==> config.mk <==
export PLATFORM = sky130hd
export DESIGN_NAME = button_debouncer
export DESIGN_NICKNAME = d
export VERILOG_FILES = /design/src/rtl/button_debouncer.sv
export SDC_FILE = /design/constraint.sdc
export NUM_CORES = 1
export LEC_CHECK = 0
export BUFFER_PORTS_ARGS = -buffer_cell sky130_fd_sc_hd__buf_4
export CAP_MARGIN = 20
export CORE_MARGIN = 2
export CORE_UTILIZATION = 63
export DETAILED_ROUTE_END_ITERATION = 10
export PLACE_DENSITY = 0.85
export SETUP_SLACK_MARGIN = 0.4
export SLEW_MARGIN = 20
export SYNTH_ARGS = -nofsm -noshare
export SYNTH_HDL_FRONTEND = slang
export SYNTH_SLANG_ARGS = --single-unit
==> constraint.sdc <==
create_clock -name clk -period 6.5 [get_ports clk]
set_input_delay 0.65 -clock clk [delete_from_list [all_inputs] [get_ports clk]]
set_output_delay 0.65 -clock clk [all_outputs]
set_load 0.02 [all_outputs]
==> src/rtl/button_debouncer.sv <==
// button_debouncer: per-channel saturating-count debouncer with a shared
// sample scheduler and a one-cycle press pulse on each debounced rising edge.
module button_debouncer #(
  parameter int unsigned WIDTH          = 1,
  parameter int unsigned SAMPLE_CNT_MAX = 25000,
  parameter int unsigned PULSE_CNT_MAX  = 150
) (
  input  logic             clk,
  input  logic             rst,
  input  logic [WIDTH-1:0] glitchy_signal,
  output logic [WIDTH-1:0] debounced_signal,
  output logic [WIDTH-1:0] press_pulse
);

  localparam int unsigned TICK_W = $clog2(SAMPLE_CNT_MAX);
  localparam int unsigned CNT_W  = $clog2(PULSE_CNT_MAX + 1);

  localparam logic [TICK_W-1:0] TICK_LAST = TICK_W'(SAMPLE_CNT_MAX - 1);
  localparam logic [CNT_W-1:0]  CNT_SAT   = CNT_W'(PULSE_CNT_MAX);

  logic [TICK_W-1:0] tick_cnt;
  logic              sample_tick;
  logic [CNT_W-1:0]  cnt [WIDTH];
  logic [WIDTH-1:0]  prev;

  // One sample strobe per period, on the last count before wrap.
  assign sample_tick = (tick_cnt == TICK_LAST);

  // Shared sample-tick counter; reset restarts the phase at 0.
  always_ff @(posedge clk) begin
    if (rst) begin
      tick_cnt <= '0;
    end else if (sample_tick) begin
      tick_cnt <= '0;
    end else begin
      tick_cnt <= tick_cnt + TICK_W'(1);
    end
  end

  // Per-channel consecutive-high counter, saturating; any low sample clears it.
  always_ff @(posedge clk) begin
    for (int i = 0; i < int'(WIDTH); i++) begin
      if (rst) begin
        cnt[i] <= '0;
      end else if (sample_tick) begin
        if (!glitchy_signal[i]) begin
          cnt[i] <= '0;
        end else if (cnt[i] != CNT_SAT) begin
          cnt[i] <= cnt[i] + CNT_W'(1);
        end
      end
    end
  end

  // Clean level decoded straight from registered counter state.
  always_comb begin
    debounced_signal = '0;
    for (int i = 0; i < int'(WIDTH); i++) begin
      debounced_signal[i] = (cnt[i] == CNT_SAT);
    end
  end

  // Previous-cycle level for rising-edge detection; reset clears it so a
  // reset-induced drop never looks like an edge.
  always_ff @(posedge clk) begin
    if (rst) begin
      prev <= '0;
    end else begin
      prev <= debounced_signal;
    end
  end

  // Press pulse on the first cycle the debounced level is high.
  assign press_pulse = debounced_signal & ~prev;

endmodule

==> flow_summary.yaml <==
outcome:
  status: "finished clean"
detailed_routing:
  vias: 781
  via_per_inst: 5.24
  wl_per_cell_microns: 12.6
  drtIter0Drc: 13
  postRouteAntennaNets: 0
  drc: 0
  dr.pass1.iters: 4
  wl_microns: 1880
floorplanning:
  ios: 5
  rows: 15
  fp.dieW_microns: 46.2
  core_area_sq_um: 1710
  start_util: 0.657
  die_area_sq_um: 2130
  dieHeight_microns: 46.2
cells_and_area:
  nets: 131
  drive_above_1_share: 0.0806
  fin_cells: 149
  nFillCells: 141
  layout_commonest_cell: "nor2_1"
  diodes: 0
  area_growth_pct: 7.02
  layout_common_cells: "nor2_1 (31), dfxtp_1 (16), xnor2_1 (15)"
placed_design:
  placedCellCount: 145
  hpwl_microns: 1410
  gp_congestion: 0.815
  numPortBuffers: 4
clocking:
  cts_tree: "yes"
  root_buffer: "clkbuf_4"
  worstSkewPairLatency_ps: 310
  cts_setup_buffers: 0
  clock_path_buffers: 2
  cts.clk_slew.worst_paths_ps: 120
  cts.sinks: 24
  cts_buffers: 3
  cts_hold_buf: 0
  post_cts_resized: 0
  h-tree-depth: 1
power:
  power.switching_uw: 51.1
  internal_power_uw: 196
  p_sw_frac: 0.206
  peakVddDrop_uv: 192
  seq_power_share: 0.653
  clkPwrFrac: 0.309
  share_comb_of_total_power: 0.038
  p_leak_nw: 0.399
  power_density_nw_per_um2: 206
hold_path:
  min_to: "tick_cnt[0]"
  min_from: "tick_cnt[0]"
  hold_path_class: "flop to flop"
  min_path_cells: 1
sta:
  period_share: 0.417
  finalHoldViolations: 0
  tightest_slew_ps: 685
  whs_ps: 474
  skew_ps: 4.46
  slew_viol_final: 0
  setup_viol: 0
  fmax_mhz: 369
  rsz0062_at_grt: "no"
  final.setup.tns_ps: 0
  period_needed_ps: 2710
  relSlewSlack: 0.542
global_routing:
  grt_pass1_vias: 702
  grt_use_met2: 0.353
  grt_pass1_wl_microns: 3070
  antenna_found_initial: 0
  grt-busiest-layer: "met2"
  overflow: 0
  track_usage: 0.209
  grt_max_degree: 16
  grt_use_met3: 0.0275
  globalRouteMet1Util: 0.245
logic_synthesis:
  ys_seq_area_frac: 0.499
  netlist_area_sq_um: 1120
  synth.net_count: 124
  synth_area_leader_cell: "dfxtp_1"
  synth.top_cell.area_share: 0.285
  synth_cell_types: 22
  ys_ff_latch: 24
  synth_cells: 118
  synth.area.top_cells: "dfxtp_1 (29%), edfxtp_1 (21%), xnor2_1 (12%), nor2_1 (10%), ha_1 (3.3%)"
  synth.avg_cell_area_sq_um: 9.51
  yosys_warnings: 0
flow_run:
  maxCapViolCount: 0
worst_setup_path:
  crit_fanout: 4
  rrSetupSlack_ps: 3830
  reg2reg_from: "tick_cnt[4]"
  reg2regPathDepth: 4
  start_kind: "flop"
  worstSetupEndpointType: "primary output"
  worst-endpoint-arrival_ps: 2060
  crit_type: "flop to primary output"
  r2r-end: "cnt[0][2]"
  cp.required_ps: 5850
==> state kept, by name, summed over array words and instances (netlist names) <==
register,flops
prev,1
tick_cnt,15
cnt,8
==> layout make-up <==
| type | count | area [sq um] | share of cell area |
|---|---|---|---|
| Clock buffer | 4 | 36.3 | 0.0302 |
| Inverter | 6 | 22.5 | 0.0188 |
| Multi-Input combinational cell | 86 | 520 | 0.433 |
| Sequential cell | 24 | 561 | 0.467 |
| Tap cell | 25 | 31.3 | 0.0260 |
| Timing Repair Buffer | 4 | 30.0 | 0.0250 |
==> cells in the mapped netlist <==
| cell | instances |
|---|---|
| nor3_1 | 4 |
| a21boi_1 | 1 |
| inv_1 | 6 |
| or2_1 | 1 |
| ha_1 | 3 |
| nor2_1 | 31 |
| or4bb_1 | 1 |
| xor2_1 | 4 |
| dfxtp_1 | 16 |
| xnor2_1 | 15 |
| buf_6 | 1 |
| nand3_1 | 7 |
| buf_4 | 1 |
| nor4_2 | 1 |
| nand4b_1 | 2 |
| nand2_1 | 6 |
| or4b_2 | 1 |
| or4_1 | 1 |
| nand4_1 | 4 |
| nor2b_1 | 1 |
| nor4_1 | 3 |
| edfxtp_1 | 8 |
==> how the worst max path moves through the flow <==
stage | end | slack [ps] | startpoint | cells past startpoint
6_report | press_pulse | 3790 | cnt[0][0] | 6
5_1_grt | press_pulse | 3660 | cnt[0][0] | 6
3_5_place_dp | cnt[0][2] | 3840 | tick_cnt[4] | 4
3_3_place_gp | cnt[0][0] | 3940 | tick_cnt[10] | 4
2_1_floorplan | press_pulse | 4200 | cnt[0][0] | 5
4_1_cts | press_pulse | 3760 | cnt[0][0] | 6
==> layer usage <==
layer	wire, microns	up-vias
met3	26	6
met5	0	-
met1	878	362
li1	-	407
met2	924	6
met4	46	0
==> critical path: stages, from the launching register on <==
cell,delay (ps)
edfxtp_1,450
inv_1,90
ha_1,140
nand4b_1,110
or4b_2,690
nor2_1,120
buf_4,150
==> through the flow <==
step | area, sq um | util | total power [mW] | worst slack (ps)
after global routing | 1200 | 0.703 | 0.256 | 3660
final | 1200 | 0.703 | 0.247 | 3790
after floorplan | 1120 | - | 0.172 | 4200
after global placement | 1160 | 0.682 | 0.173 | 3940
after detailed placement | 1160 | 0.682 | 0.174 | 3840
after CTS | 1200 | 0.703 | 0.251 | 3760
==> logic make-up (layout without fill, tap and decap cells) <==
group / after synthesis / count (layout) / share of synthesized area
adders and majority gates: 3 / 3 / 0.0334
DFF: 24 / 24 / 0.499
buffers and inverters: 8 / 14 / 0.0368
and+or+nand+nor: 63 / 63 / 0.275
AOI/OAI and AO/OA: 1 / 1 / 0.00669
xor gates and xnor gates: 19 / 19 / 0.148
==> power by group through the flow <==
stage                     clock network, mW  registers, mW  logic (mW)
after floorplan                           0          0.164     0.00801
final                                0.0764          0.161     0.00950
after global placement                    0          0.164     0.00919
after global routing                 0.0838          0.162      0.0109
after detailed placement                  0          0.165     0.00950
after CTS                            0.0800          0.161     0.00962
Power figures use the tool's default switching activity.
